===== config.mk =====
export PLATFORM = sky130hd
export DESIGN_NAME = pp_loop_ctrl
export DESIGN_NICKNAME = d
export VERILOG_FILES = /design/src/rtl/pp_loop_pkg.sv /design/src/rtl/pp_loop_ctrl_valid_pipe.sv /design/src/rtl/pp_loop_ctrl.sv
export SDC_FILE = /design/constraint.sdc
export NUM_CORES = 1
export LEC_CHECK = 0
export BUFFER_PORTS_ARGS = -buffer_cell sky130_fd_sc_hd__buf_2
export CAP_MARGIN = 10
export CORE_UTILIZATION = 35
export CTS_CLUSTER_SIZE = 24
export DETAILED_ROUTE_END_ITERATION = 12
export SLEW_MARGIN = 20
export SYNTH_ARGS = -nofsm -noshare
export SYNTH_HDL_FRONTEND = slang
export SYNTH_SLANG_ARGS = --single-unit

===== constraint.sdc =====
create_clock -name clock -period 3 [get_ports clock]
set_clock_uncertainty 0.2 [all_clocks]
set_input_delay 0.6 -clock clock [delete_from_list [all_inputs] [get_ports clock]]
set_output_delay 0.6 -clock clock [all_outputs]
set_load 0.01 [all_outputs]

===== src/rtl/pp_loop_pkg.sv =====
// -----------------------------------------------------------------------------
// pp_loop_pkg
// Shared types for the pipelined-loop sequencer.
//   loop_state_e    : controller state encoding. The numeric values are fixed
//                     because the loop monitor decodes cur_state directly.
//   LOOP_STATE_W    : width of loop_state_e.
//   inflight_w()    : counter width able to hold 0..depth in-flight iterations.
// -----------------------------------------------------------------------------
package pp_loop_pkg;

    localparam int LOOP_STATE_W = 3;

    typedef enum logic [LOOP_STATE_W-1:0] {
        IDLE  = 3'd0,
        PRE   = 3'd1,
        LOOP  = 3'd2,
        DRAIN = 3'd3,
        POST  = 3'd4
    } loop_state_e;

    function automatic int inflight_w(input int depth);
        return $clog2(depth + 1);
    endfunction

endpackage


===== src/rtl/pp_loop_ctrl_valid_pipe.sv =====
// -----------------------------------------------------------------------------
// pp_valid_pipe
// Stall-gated valid shift register that tracks issued iterations until they
// retire.
//   clock   : rising-edge clock
//   reset   : synchronous active-high, empties the pipe
//   stall   : freezes the pipe and suppresses end_en
//   issue   : an iteration is issued this cycle (stage 0 of the pipe)
//   end_en  : the oldest tracked iteration retires this cycle
// Stage 0 is the issue strobe itself, so only DEPTH-1 stages are registered
// and the unstalled issue-to-retire latency is DEPTH-1 cycles.
// -----------------------------------------------------------------------------
module pp_valid_pipe #(
    parameter int DEPTH = 4
) (
    input  logic clock,
    input  logic reset,
    input  logic stall,
    input  logic issue,
    output logic end_en
);

    generate
        if (DEPTH == 1) begin : g_comb
            // A single-stage loop retires in the same cycle it issues.
            assign end_en = issue & ~stall;
        end else begin : g_pipe
            logic [DEPTH-1:1] v;

            always_ff @(posedge clock) begin
                if (reset) begin
                    v <= '0;
                end else if (!stall) begin
                    v[1] <= issue;
                    for (int k = 2; k < DEPTH; k++) begin
                        v[k] <= v[k-1];
                    end
                end
            end

            assign end_en = v[DEPTH-1] & ~stall;
        end
    endgenerate

endmodule


===== src/rtl/pp_loop_ctrl.sv =====
// -----------------------------------------------------------------------------
// pp_loop_ctrl
// Sequencer for one pipelined loop: PRE -> LOOP -> (DRAIN) -> POST -> IDLE.
// Issues one iteration every II unstalled cycles up to the latched trip count,
// tracks in-flight iterations, honours stall and quit, and pulses finish.
//   clock, reset        : rising edge, synchronous active-high reset
//   start               : begin a loop; only looked at in IDLE
//   trip_count          : iteration count, captured with start
//   stall               : freezes all loop progress in LOOP/DRAIN
//   quit                : stop issuing; in-flight iterations still drain
//   cur_state           : IDLE=0 PRE=1 LOOP=2 DRAIN=3 POST=4
//   pre/post_states_valid : high in PRE / POST
//   iter_start_enable   : iteration issued this cycle, index on iter_index
//   iter_end_enable     : iteration retires this cycle
//   quit_at_end         : loop ended by quit; held until the next start
//   finish              : one-cycle pulse in POST
//   busy                : state is not IDLE
// start is a level, not a valid/ready handshake: it is consumed only on the
// IDLE cycle it is seen, and ignored everywhere else.
// -----------------------------------------------------------------------------
module pp_loop_ctrl
    import pp_loop_pkg::*;
#(
    parameter int FSM_WIDTH = 3,
    parameter int II        = 1,
    parameter int DEPTH     = 4,
    parameter int TRIP_W    = 16
) (
    input  logic                 clock,
    input  logic                 reset,
    input  logic                 start,
    input  logic [TRIP_W-1:0]    trip_count,
    input  logic                 stall,
    input  logic                 quit,
    output logic [FSM_WIDTH-1:0] cur_state,
    output logic                 pre_states_valid,
    output logic                 post_states_valid,
    output logic                 iter_start_enable,
    output logic [TRIP_W-1:0]    iter_index,
    output logic                 iter_end_enable,
    output logic                 quit_at_end,
    output logic                 finish,
    output logic                 busy
);

    localparam int II_W = (II > 1) ? $clog2(II) : 1;
    localparam int IF_W = inflight_w(DEPTH);

    loop_state_e       state;
    logic [TRIP_W-1:0] trip_q;
    logic [TRIP_W-1:0] issued;
    logic [II_W-1:0]   ii_cnt;
    logic [IF_W-1:0]   inflight;
    logic              quit_pend;
    logic              quit_at_end_q;
    logic              pre_q;
    logic              post_q;
    logic              busy_q;

    logic              in_loop;
    logic              in_run;
    logic              pipe_stall;
    logic              quit_seen;
    logic              issue;
    logic              last_issue;
    logic              quit_exit;
    logic              end_en;
    logic [IF_W-1:0]   inflight_next;

    always_comb begin
        in_loop    = (state == LOOP);
        in_run     = in_loop | (state == DRAIN);
        pipe_stall = stall & in_run;
        // A quit seen while stalled is parked in quit_pend and acts on the
        // first unstalled LOOP cycle, exactly like a live quit.
        quit_seen  = quit_pend | quit;
        issue      = in_loop & ~stall & (ii_cnt == '0) & (issued < trip_q) & ~quit_seen;
        last_issue = issue & (issued == trip_q - TRIP_W'(1));
        quit_exit  = in_loop & ~stall & quit_seen;

        inflight_next = inflight;
        if (issue & ~end_en) begin
            inflight_next = inflight + IF_W'(1);
        end else if (~issue & end_en) begin
            inflight_next = inflight - IF_W'(1);
        end
    end

    pp_valid_pipe #(
        .DEPTH (DEPTH)
    ) u_valid_pipe (
        .clock  (clock),
        .reset  (reset),
        .stall  (pipe_stall),
        .issue  (issue),
        .end_en (end_en)
    );

    always_ff @(posedge clock) begin
        if (reset) begin
            state         <= IDLE;
            trip_q        <= '0;
            issued        <= '0;
            ii_cnt        <= '0;
            inflight      <= '0;
            quit_pend     <= 1'b0;
            quit_at_end_q <= 1'b0;
            pre_q         <= 1'b0;
            post_q        <= 1'b0;
            busy_q        <= 1'b0;
        end else begin
            inflight <= inflight_next;
            if (issue) begin
                issued <= issued + TRIP_W'(1);
            end

            case (state)
                IDLE: begin
                    if (start) begin
                        state         <= PRE;
                        trip_q        <= trip_count;
                        issued        <= '0;
                        quit_at_end_q <= 1'b0;
                        pre_q         <= 1'b1;
                        busy_q        <= 1'b1;
                    end
                end
                PRE: begin
                    pre_q     <= 1'b0;
                    ii_cnt    <= '0;
                    quit_pend <= 1'b0;
                    if (trip_q == '0) begin
                        state  <= POST;
                        post_q <= 1'b1;
                    end else begin
                        state <= LOOP;
                    end
                end
                LOOP: begin
                    if (stall) begin
                        if (quit) begin
                            quit_pend <= 1'b1;
                        end
                    end else begin
                        ii_cnt <= (ii_cnt == II_W'(II - 1)) ? '0 : ii_cnt + II_W'(1);
                        if (last_issue | quit_exit) begin
                            if (quit_exit && (issued < trip_q)) begin
                                quit_at_end_q <= 1'b1;
                            end
                            if (inflight_next == '0) begin
                                state  <= POST;
                                post_q <= 1'b1;
                            end else begin
                                state <= DRAIN;
                            end
                        end
                    end
                end
                DRAIN: begin
                    if (!stall && (inflight_next == '0)) begin
                        state  <= POST;
                        post_q <= 1'b1;
                    end
                end
                POST: begin
                    state  <= IDLE;
                    post_q <= 1'b0;
                    busy_q <= 1'b0;
                end
                default: begin
                    state  <= IDLE;
                    pre_q  <= 1'b0;
                    post_q <= 1'b0;
                    busy_q <= 1'b0;
                end
            endcase
        end
    end

    assign cur_state         = FSM_WIDTH'(state);
    assign pre_states_valid  = pre_q;
    assign post_states_valid = post_q;
    assign finish            = post_q;
    assign busy              = busy_q;
    assign quit_at_end       = quit_at_end_q;
    assign iter_start_enable = issue;
    assign iter_index        = issue ? issued : '0;
    assign iter_end_enable   = end_en;

endmodule


==> results.tsv <==
metric	value	unit
final number of hold-violating endpoints	0	
DR vias/cell	5.05	
Synth warnings	0	
Primary FF master, synth	dfxtp_1	
share of layout cells above drive strength 1	38.6	%
CTS tree	yes	
Hold Path Class	reg -> reg	
root buffer cell	clkbuf_8	
period utilisation layout	108	%
Clock Latency Late Sink	300	ps
reg-to-reg startpoint	trip_q[13]	
Synth top area share	30.2	%
CTS Sinks	46	
Final GP Congestion	0.924	
Cell Pwr Density	606	nW/um2
grt met3 use	3.35	%
# H-tree levels	2	
worst path arrival time	2430	ps
Slew Limit Fails	0	
CP required	2200	ps
fin worst setup slack	-232	ps
io pins	47	
Placeable Area	8340	um2
Min-Delay Endpoint	u_valid_pipe.g_pipe.v[2]	
Setup violations, final	19	
register area share after synthesis	30.2	%
FF/Latch Area	937	um2
Vias	3068	
total gr overflow	0	
most common cell after layout, fill and taps aside	buf_4	
fmax	0.309	GHz
Slew HR	65.3	%
Post-synth EDFFs	0	
Max Cap Viol	0	
Crit Path Class	reg -> out	
first-pass GRT wire length	14200	um
cell depth of the worst hold path	2	
post-synthesis average cell area	7.74	um2
FF-to-FF End	cur_state[1]	
multi-input logic area	2220	um2
DP Cell Count	584	
Final Instance Area	4420	um2
Initial Util	36.6	%
Post-Syn Instances	394	
Hold Startpoint	u_valid_pipe.g_pipe.v[1]	
drt wl/cell	14.7	um
Std-Cell Rows	33	
outcome	finished with violations	
hold buffer count at cts	0	
Detail Route Antenna Nets	0	
final WL	8940	um
initial drt markers	168	
DRT Pass-1 Iters	4	
HPWL after DPL	6790	um
failing checks	setup timing	
Most Used Layer, Global Route	met2	
Worst Tran Pin Value	516	ps
Area growth, synth to finish	45.0	%
Die X	95.3	um
setup slack at placement	-368	ps
crit path time final	3230	ps
largest net degree at the start of global routing	23	
M1 GR Usage	30.1	%
vias in the first global route	2833	
most frequent cells in the layout	buf_4 (70), nand2_1 (61), dfxtp_1 (33), nor2_1 (31), buf_2 (30)	
post-synthesis async set-or-reset flop share	0	%
nets@finish	544	
filler instances	809	
reg-to-reg slack, setup	-210	ps
cts bufs inserted	5	
Synth area leader	dfxtp_1	
met2 usage	30.9	%
drc violations	0	
Die ar.	9090	um2
Synth Register Bits	46	
RSZ-0062 raised after global routing	yes	
Overall Global Routing Usage	20.4	%
dpl cell area	3800	um2
synthesized cell area	3050	um2
port bufs	46	
peak fanout along the critical path	7	
initial antenna violation count	0	
final core occ	53.0	%
Max rail drop VDD	0.337	mV
CP Launch Type	flip-flop	
Reg clk slew, reported paths	90	ps
post-synthesis net count	437	
Final Instance Count excl. Fillers	607	
Yosys cell types	53	
leakage	1.96	nW
n_diodes	0	
Area contributors post-synth	dfxtp_1 (30%), ha_1 (9.0%), nand2_1 (7.5%)	
r2r worst-path depth	12	
element type at the critical path end	output port	
CTS max path bufs	2	
Die Span Y	95.3	um
flip-flops by register name, summed over array words and instances (netlist names):
signal                 flops
quit_pend                  1
u_valid_pipe.g_pipe.v      3
pre_states_valid           1
inflight                   3
issued                    16
finish                     1
trip_q                    16
quit_at_end                1
cur_state                  3
busy                       1
kinds of logic after synthesis:
group	after synthesis	synth area share (%)
and+or+nand+nor	175	29.1
AOI/OAI and AO/OA	72	15.6
DFF	46	30.2
buffers and inverters	43	5.54
xor gates and xnor gates	33	9.48
adders and majority gates	22	9.03
muxes	3	0.985
Yosys cell counts (3+ instances only):
cell,number
a211oi_1,3
a21o_1,5
a21oi_1,28
a311oi_1,3
a31oi_1,5
and2_1,16
and3_1,6
clkbuf_1,18
dfxtp_1,46
ha_1,22
inv_1,23
mux2i_1,3
nand2_1,61
nand2b_1,4
nand3_1,11
nand4_1,5
nor2_1,31
nor2b_1,5
nor3_1,10
nor4_1,7
o21ai_0,9
or3_1,4
xnor2_1,12
xor2_1,21
repair_timing:
action	CTS	global route
pin swaps	30	10
cloned	1	0
buffers inserted	8	7
endpoints found under the setup margin	28	27
gates resized for setup	56	18
through the flow:
step	power, mW	hold slack [ps]	setup TNS, ps
final	2.68	273	-3910
after global routing	2.85	294	-6200
after CTS	2.60	276	-3700
after detailed placement	1.96	263	-5940
after global placement	1.95	245	-4570
after floorplan	1.57	236	-829
layer usage:
metal  vias to the layer above  routed length (um)
met5                         -                   0
met3                        12                 402
met2                        82                4000
met4                         0                  88
li1                       1572                   -
met1                      1402                4460
cell type report:
type,count,area share (%)
well taps,105,2.97
inverters,23,1.95
clock inverters,2,1.36
repair buffers,120,20.4
clock buffers,6,1.87
flip-flops and latches,46,21.2
multi-input cells,305,50.3
power by group:
part | internal (mW) | leakage, nW | switching [mW] | total, mW
clock network | 0.355 | 0.0714 | 0.222 | 0.577
logic | 0.609 | 1.50 | 0.733 | 1.34
registers | 0.701 | 0.380 | 0.0603 | 0.761
total | 1.67 | 1.96 | 1.01 | 2.68
worst max-delay path, cell delays in order, from the launching register on:
cell,delay [ps]
dfxtp_2,350
inv_2,50
ha_4,210
nand4_1,150
o211ai_2,100
or4b_4,570
nor3_4,280
buf_6,180
and2_4,140
buf_6,90
how the worst max path moves through the flow:
stage	depth (start not counted)	startpoint	endpoint	slack, ps
floorplan	8	stall	iter_index[10]	-90
global placement	8	stall	iter_index[4]	-290
detailed placement	10	trip_q[13]	cur_state[1]	-370
CTS	9	trip_q[14]	iter_index[4]	-240
global route	9	trip_q[14]	iter_index[2]	-340
finish	9	trip_q[13]	iter_index[2]	-230
Power figures use the tool's default switching activity.
